[config.mk]
export PLATFORM = sky130hd
export DESIGN_NAME = serial_adder
export DESIGN_NICKNAME = d
export VERILOG_FILES = /design/src/rtl/serial_adder.sv
export SDC_FILE = /design/constraint.sdc
export NUM_CORES = 1
export LEC_CHECK = 0
export ABC_CLOCK_PERIOD_IN_PS = 1400
export BUFFER_PORTS_ARGS = -buffer_cell sky130_fd_sc_hd__buf_2
export CAP_MARGIN = 20
export CORE_UTILIZATION = 51
export CTS_BUF_LIST = sky130_fd_sc_hd__clkbuf_4 sky130_fd_sc_hd__clkbuf_8
export DETAILED_ROUTE_END_ITERATION = 7
export PLACE_DENSITY_LB_ADDON = 0.12
export SYNTH_ARGS = -nofsm -noshare
export SYNTH_HDL_FRONTEND = slang
export SYNTH_SLANG_ARGS = --single-unit
[constraint.sdc]
create_clock -name clk -period 1.4 [get_ports clk]
set_clock_uncertainty 0.1 [all_clocks]
set_input_delay 0.14 -clock clk [delete_from_list [all_inputs] [get_ports clk]]
set_output_delay 0.14 -clock clk [all_outputs]
set_load 0.01 [all_outputs]
[src/rtl/serial_adder.sv]
// serial_adder: bit-serial unsigned adder. A single full-adder cell (built
// from two half-adder stages) plus a carry flip-flop adds one bit per clock,
// LSB first. Operands arrive over an in_valid/in_ready handshake; the
// WIDTH-bit sum and carry-out leave over an out_valid/out_ready handshake.
// Optional build macro: SERIAL_ADDER_SAT_EN saturates the sum to all ones
// when the final carry is set (cout still reports the carry).
module serial_adder #(
  parameter int WIDTH = 8
) (
  input  logic             clk,
  input  logic             rst,
  input  logic             in_valid,
  output logic             in_ready,
  input  logic [WIDTH-1:0] a,
  input  logic [WIDTH-1:0] b,
  input  logic             cin,
  output logic             out_valid,
  input  logic             out_ready,
  output logic [WIDTH-1:0] sum,
  output logic             cout,
  output logic             busy
);

  localparam int CNT_W = $clog2(WIDTH + 1);

  typedef enum logic [1:0] {
    ST_IDLE = 2'd0,
    ST_RUN  = 2'd1,
    ST_DONE = 2'd2
  } state_t;

  state_t           state_r;
  state_t           state_next_s;

  logic [WIDTH-1:0] a_sh_r;
  logic [WIDTH-1:0] b_sh_r;
  logic [WIDTH-1:0] sum_r;
  logic             carry_r;
  logic             cout_r;
  logic [CNT_W-1:0] cnt_r;

  logic             in_ready_r;
  logic             out_valid_r;
  logic             busy_r;
  logic             in_ready_s;
  logic             out_valid_s;
  logic             busy_s;

  logic             last_bit_s;
  logic             prop_s;
  logic             gen_s;
  logic             bit_sum_s;
  logic             carry_next_s;
  logic [WIDTH-1:0] sum_shift_s;

  // Half-adder sum term.
  function automatic logic ha_sum(input logic x, input logic y);
    return x ^ y;
  endfunction

  // Half-adder carry term.
  function automatic logic ha_carry(input logic x, input logic y);
    return x & y;
  endfunction

  // Full-adder cell from two half adders, plus the shifted sum image.
  always_comb begin
    prop_s       = ha_sum(a_sh_r[0], b_sh_r[0]);
    gen_s        = ha_carry(a_sh_r[0], b_sh_r[0]);
    bit_sum_s    = ha_sum(prop_s, carry_r);
    carry_next_s = gen_s | ha_carry(prop_s, carry_r);
    sum_shift_s  = {bit_sum_s, sum_r[WIDTH-1:1]};
    last_bit_s   = (cnt_r == CNT_W'(WIDTH - 1));
  end

  // State register.
  always_ff @(posedge clk or posedge rst) begin
    if (rst) begin
      state_r <= ST_IDLE;
    end else begin
      state_r <= state_next_s;
    end
  end

  // Next-state decode: accept in IDLE, count through RUN, release in DONE.
  always_comb begin
    state_next_s = state_r;
    case (state_r)
      ST_IDLE: begin
        if (in_valid) begin
          state_next_s = ST_RUN;
        end else begin
          state_next_s = ST_IDLE;
        end
      end
      ST_RUN: begin
        if (last_bit_s) begin
          state_next_s = ST_DONE;
        end else begin
          state_next_s = ST_RUN;
        end
      end
      ST_DONE: begin
        if (out_ready) begin
          state_next_s = ST_IDLE;
        end else begin
          state_next_s = ST_DONE;
        end
      end
      default: begin
        state_next_s = ST_IDLE;
      end
    endcase
  end

  // Output decode from the upcoming state so the handshake flags are registered.
  always_comb begin
    in_ready_s  = 1'b0;
    out_valid_s = 1'b0;
    busy_s      = 1'b0;
    case (state_next_s)
      ST_IDLE: begin
        in_ready_s = 1'b1;
      end
      ST_RUN: begin
        busy_s = 1'b1;
      end
      ST_DONE: begin
        out_valid_s = 1'b1;
      end
      default: begin
        in_ready_s = 1'b1;
      end
    endcase
  end

  // Registered handshake and status flags.
  always_ff @(posedge clk or posedge rst) begin
    if (rst) begin
      in_ready_r  <= 1'b1;
      out_valid_r <= 1'b0;
      busy_r      <= 1'b0;
    end else begin
      in_ready_r  <= in_ready_s;
      out_valid_r <= out_valid_s;
      busy_r      <= busy_s;
    end
  end

  // Datapath: latch operands on accept, then shift one bit per clock in RUN.
  always_ff @(posedge clk or posedge rst) begin
    if (rst) begin
      a_sh_r  <= {WIDTH{1'b0}};
      b_sh_r  <= {WIDTH{1'b0}};
      sum_r   <= {WIDTH{1'b0}};
      carry_r <= 1'b0;
      cout_r  <= 1'b0;
      cnt_r   <= {CNT_W{1'b0}};
    end else begin
      case (state_r)
        ST_IDLE: begin
          if (in_valid) begin
            a_sh_r  <= a;
            b_sh_r  <= b;
            carry_r <= cin;
            cnt_r   <= {CNT_W{1'b0}};
          end else begin
            cnt_r   <= cnt_r;
          end
        end
        ST_RUN: begin
          a_sh_r  <= {1'b0, a_sh_r[WIDTH-1:1]};
          b_sh_r  <= {1'b0, b_sh_r[WIDTH-1:1]};
          carry_r <= carry_next_s;
          cnt_r   <= cnt_r + CNT_W'(1'b1);
          if (last_bit_s) begin
            cout_r <= carry_next_s;
`ifdef SERIAL_ADDER_SAT_EN
            if (carry_next_s) begin
              sum_r <= {WIDTH{1'b1}};
            end else begin
              sum_r <= sum_shift_s;
            end
`else
            sum_r <= sum_shift_s;
`endif
          end else begin
            sum_r <= sum_shift_s;
          end
        end
        ST_DONE: begin
          sum_r  <= sum_r;
          cout_r <= cout_r;
        end
        default: begin
          cnt_r <= {CNT_W{1'b0}};
        end
      endcase
    end
  end

  assign in_ready  = in_ready_r;
  assign out_valid = out_valid_r;
  assign busy      = busy_r;
  assign sum       = sum_r;
  assign cout      = cout_r;

endmodule

==> impl_metrics.yaml, run 1 <==
yosys:
  ys_types: 31
  synth_enable_flop_cells: 0
  syn-cell-area_mm2: 0.001610
  synth_cells: 134
  yosysSeqAreaShare: 0.5447
  synth_nets: 159
  synth.avg_cell_area_um2: 12.02
  ys_seq_elements: 35
  yosysWarnings: 0
  ys_async_sr_fraction: 1.000
  synth_top_flop_cell: "dfrtp_1"
floorplanning:
  die_h_um: 58.19
  die-area_mm2: 0.003386
  fp.dieW_um: 58.19
  start_util: 0.5318
  pin_count: 33
  rows: 20
  core_area_mm2: 0.003028
route:
  vias_per_cell: 5.169
  vias: 1256
  detail-route-antenna-nets: 0
  first_pass_iters: 4
  wl_per_cell_um: 13.36
  drt_iter0_drc: 39
  wl_um: 3247
  drc: 0
timing:
  setup_viol: 1
  clock.fmax_mhz: 700.8
  min_period_ns: 1.427
  tightest_slew_ns: 0.2935
  hold_violations: 1
  rsz0062_at_grt: "yes"
  fin_crit_sh: 1.019
  hold_ws_ns: -0.0006449
  slew_violations: 0
  finalWorstSetupSlack_ns: -0.02693
  maxSlewHeadroom: 0.8041
critical_path:
  arrival_ns: 1.59
  critical_path_class: "reg2reg"
  path_buf_inv: 0
  critPathSlowestCell: "dfrtp_1"
  cp.required_ns: 1.56
  crit_family: "adder cells"
  start_kind: "register"
  cp-end-kind: "register"
  slowest_delay_ns: 0.40
  r2r_cells: 4
  path_cells: "ha_2 -> and3b_2 -> a21o_1 -> ha_1"
  critPathMaxFanout: 2
  crit_cells: 4
  reg2reg_slack_ns: -0.03
cts:
  clock_path_buffers: 2
  cts.sinks: 35
  clk-insertion-delay-late_ns: 0.34
  cts_root_buf: "clkbuf_4"
  cts_tree: "done"
  path_clk_slew_ns: 0.11
  h-tree-depth: 2
  numCtsBuffers: 5
power:
  ir_worst_vdd_mv: 0.8637
  cellLeakagePower_nw: 1.063
  internal-power_mw: 2.574
  total_power_mw: 3.873
  sw_frac_of_total: 0.3354
  p_seq_frac: 0.427
  p_sw_mw: 1.299
  p_clk_frac: 0.152
  power.density_mw_per_mm2: 1818
  combPwrFrac: 0.421
status:
  violations: "hold timing, setup timing"
  status: "finished with violations"
job:
  maxCapViolations: 0
hold_path:
  hp-class: "in2reg"
  hold_depth: 3
global_routing:
  antenna_found_initial: 0
  grt_max_degree: 17
  grt.overflow.total: 0
  grt_pass1_vias: 1213
  grt_pass1_wl_um: 5306
  gr-usage-all-layers: 0.2117
finish:
  drive_above_1_share: 0.4121
  final_cell_area_mm2: 0.002131
  diodes: 0
  final_core_util: 0.7037
  area_growth_pct: 32.32
  seq_area_um2: 878.3
  multi_input_area_um2: 670.6
  layout_common_cells: "dfrtp_1 (33), buf_2 (33), buf_4 (18)"
  layout.nets: 223
  nFillCells: 221
placement:
  portBuffers: 32
  place.gp.congestion: 0.7396
  dp_worst_setup_slack_ns: -0.02936
  placed_area_mm2: 0.001881
  dp_hpwl_um: 2174
[worst reg2reg max path, delay by kind of cell (launching register included)]
kind | cells | cell delay [ns]
adders and majority gates | 2 | 0.46
DFF | 1 | 0.40
and+or+nand+nor | 1 | 0.22
AOI/OAI and AO/OA | 1 | 0.18
[cells in the mapped netlist (2+ instances only)]
cell type	instances	share of area
dfrtp_1	34	0.53
o21ai_0	17	0.053
a22oi_1	15	0.070
nand2_1	11	0.026
mux2_2	8	0.056
a21oi_1	7	0.022
and2b_1	7	0.033
a22o_1	3	0.016
buf_6	3	0.021
ha_1	3	0.023
inv_1	3	0.0070
buf_2	2	0.0062
buf_4	2	0.0093
mux2_4	2	0.019
[registers in the layout (all words and copies together) (netlist names)]
name       flops
out_valid      1
cnt_r          4
a_sh_r         8
state_r        2
cout           1
in_ready       1
sum            8
carry_r        1
b_sh_r         8
busy           1
[per-stage QoR]
| step | TNS [ns] | instances |
|---|---|---|
| after floorplan | 0 | 134 |
| after global placement | 0 | 218 |
| after detailed placement | -0.02936 | 218 |
| after CTS | -0.03549 | 240 |
| after global routing | -0.08245 | 243 |
| final | -0.02693 | 243 |
[path summary, 6_finish.rpt]
path,startpoint,end
setup / recovery,cnt_r[1],in_ready
hold / removal,b[6],b_sh_r[6]
setup reg to reg,cnt_r[1],in_ready
hold reg to reg,b_sh_r[3],b_sh_r[3]
max in group asynchronous,rst,sum[2]
min in group asynchronous,rst,a_sh_r[0]
[kinds of logic after synthesis]
| logic type | after synthesis | share of synthesized area |
|---|---|---|
| compound gates | 46 | 0.1810 |
| flops | 35 | 0.5447 |
| simple gates | 25 | 0.09868 |
| buf+inv | 12 | 0.05438 |
| mux | 10 | 0.07460 |
| fa+ha+maj | 4 | 0.03575 |
| xor+xnor | 2 | 0.01088 |
[power groups by stage]
stage               logic (mW)  clock network, mW  registers [mW]
global route              1.80              0.641            1.70
global placement          1.44                  0            1.64
finish                    1.63              0.589            1.65
detailed placement        1.50                  0            1.67
floorplan                0.970                  0            1.70
CTS                       1.54              0.600            1.65
[cell type report]
| class | instances | share of cell area |
|---|---|---|
| Clock buffer | 7 | 0.02760 |
| Clock inverter | 1 | 0.002349 |
| Inverter | 3 | 0.005285 |
| Multi-Input combinational cell | 87 | 0.3147 |
| Sequential cell | 35 | 0.4122 |
| Tap cell | 44 | 0.02584 |
| Timing Repair Buffer | 66 | 0.2120 |
[metal layers]
layer | routed length (um) | up-vias | global-route usage
li1 | - | 606 | -
met1 | 1434 | 610 | 0.2548
met2 | 1668 | 36 | 0.3645
met3 | 117 | 4 | 0.06696
met4 | 27 | 0 | 0.06122
met5 | 0 | - | 0
[timing repair]
| item | in CTS | in global routing |
|---|---|---|
| setup endpoints to repair | 1 | 17 |
| endpoints found under the hold margin | 48 | 0 |
| hold buffers | 14 | 0 |
| gates resized for setup | 1 | 11 |
| buffers inserted | 0 | 2 |
| gates cloned | 0 | 1 |
| pin swaps | 0 | 1 |
Note: power is estimated with default switching activity, not from simulation.
==> run 2: changes to the inputs <==
RECOVER_POWER = 100   (was default)
==> impl_metrics.yaml, run 2 (same netlist as run 1, synthesis figures left out) <==
status:
  status: "finished with violations"
  violations: "setup timing"
global_routing:
  grt_max_degree: 17
  antenna_found_initial: 0
  grt_pass1_vias: 1213
  gr-usage-all-layers: 0.2117
  grt.overflow.total: 0
  grt_pass1_wl_um: 5306
timing:
  maxSlewHeadroom: 0.7399
  tightest_slew_ns: 0.3902
  slew_violations: 0
  min_period_ns: 1.427
  rsz0062_at_grt: "yes"
  hold_violations: 0
  hold_ws_ns: 0.002191
  fin_crit_sh: 1.019
  setup_viol: 1
  finalWorstSetupSlack_ns: -0.02656
  clock.fmax_mhz: 701.0
floorplanning:
  start_util: 0.5318
  die-area_mm2: 0.003386
  die_h_um: 58.19
  core_area_mm2: 0.003028
  rows: 20
  pin_count: 33
  fp.dieW_um: 58.19
critical_path:
  cp-end-kind: "register"
  start_kind: "register"
  arrival_ns: 1.59
  critical_path_class: "reg2reg"
  cp.required_ns: 1.56
  critPathMaxFanout: 2
cts:
  cts.sinks: 35
  cts_tree: "done"
  clk-insertion-delay-late_ns: 0.34
  clock_path_buffers: 2
  h-tree-depth: 2
  path_clk_slew_ns: 0.11
  cts_root_buf: "clkbuf_4"
  numCtsBuffers: 5
route:
  wl_per_cell_um: 13.38
  vias_per_cell: 5.206
  wl_um: 3252
  detail-route-antenna-nets: 0
  drc: 0
  vias: 1265
  drt_iter0_drc: 38
  first_pass_iters: 4
finish:
  diodes: 0
  drive_above_1_share: 0.3568
  area_growth_pct: 31.16
  final_common_cell: "dfrtp_1"
  layout_common_cells: "dfrtp_1 (33), buf_2 (22), buf_4 (16)"
  seq_area_um2: 878.3
  final_cell_area_mm2: 0.002112
  nFillCells: 226
  multi_input_area_um2: 670.6
  layout.nets: 223
placement:
  placed_area_mm2: 0.001881
  dp_hpwl_um: 2174
  portBuffers: 32
  place.gp.congestion: 0.7396
job:
  maxCapViolations: 0
power:
  total_power_mw: 3.838
  ir_worst_vdd_mv: 0.8554
  power.density_mw_per_mm2: 1817
  cellLeakagePower_nw: 1.026
hold_path:
  hp-class: "in2reg"
-- run 2: cell count changes in the layout (fill, tap and decap cells not counted), sizes merged --
cell    change
buf        -13
clkbuf     +13
-- run 2: worst paths after layout --
kind	cells after the start	slack, ns	start	to
worst max-delay path	4	-0.03	cnt_r[1]	in_ready
worst min-delay path	3	0.002	b[6]	b_sh_r[6]
worst max register to register	4	-0.03	cnt_r[1]	in_ready
worst min register to register	2	0.39	b_sh_r[3]	b_sh_r[3]
max in group asynchronous	4	0.36	rst	sum[2]
min in group asynchronous	3	0.16	rst	a_sh_r[0]
-- run 2: metrics by stage --
| step | std cells | setup TNS, ns | worst slack [ns] | utilization |
|---|---|---|---|---|
| 6_report | 243 | -0.02656 | -0.02656 | 0.6975 |
| 5_1_grt | 243 | -0.08245 | -0.05363 | 0.6975 |
| 4_1_cts | 240 | -0.03549 | -0.03385 | 0.6897 |
| 3_5_place_dp | 218 | -0.02936 | -0.02936 | 0.6211 |
| 3_3_place_gp | 218 | 0 | 0.01710 | 0.6211 |
| 2_1_floorplan | 134 | 0 | 0.01250 | - |
-- run 2: layout make-up --
cell class / count / share of cell area
clock inverter: 1 / 0.002370
clock buffer: 7 / 0.02784
inverter: 3 / 0.005332
timing repair buffer: 66 / 0.2050
sequential: 35 / 0.4159
tap: 44 / 0.02607
multi-input combinational: 87 / 0.3175
-- run 2: where the power goes --
group | internal, mW | switching (mW)
sequential | 1.40 | 0.255
combinational | 0.869 | 0.722
clock | 0.263 | 0.324
total | 2.54 | 1.30
-- run 2: what timing repair did --
item / CTS / global route
pin swaps: 0 / 1
cloned: 0 / 1
setup endpoints to repair: 1 / 17
gates resized for setup: 1 / 11
hold buffers: 14 / 0
endpoints found under the hold margin: 48 / 0
buffers inserted: 0 / 2
-- run 2: per-layer routing --
layer / track usage / share of wire
met5: 0 / 0
met4: 0.06122 / 0.0083
met3: 0.06696 / 0.037
met2: 0.3645 / 0.52
met1: 0.2548 / 0.44
-- run 2: critical path, stage by stage, from the launching register on --
cell and delay, ns:
dfrtp_1 0.40, ha_2 0.19, and3b_2 0.22, a21o_1 0.18, ha_1 0.27
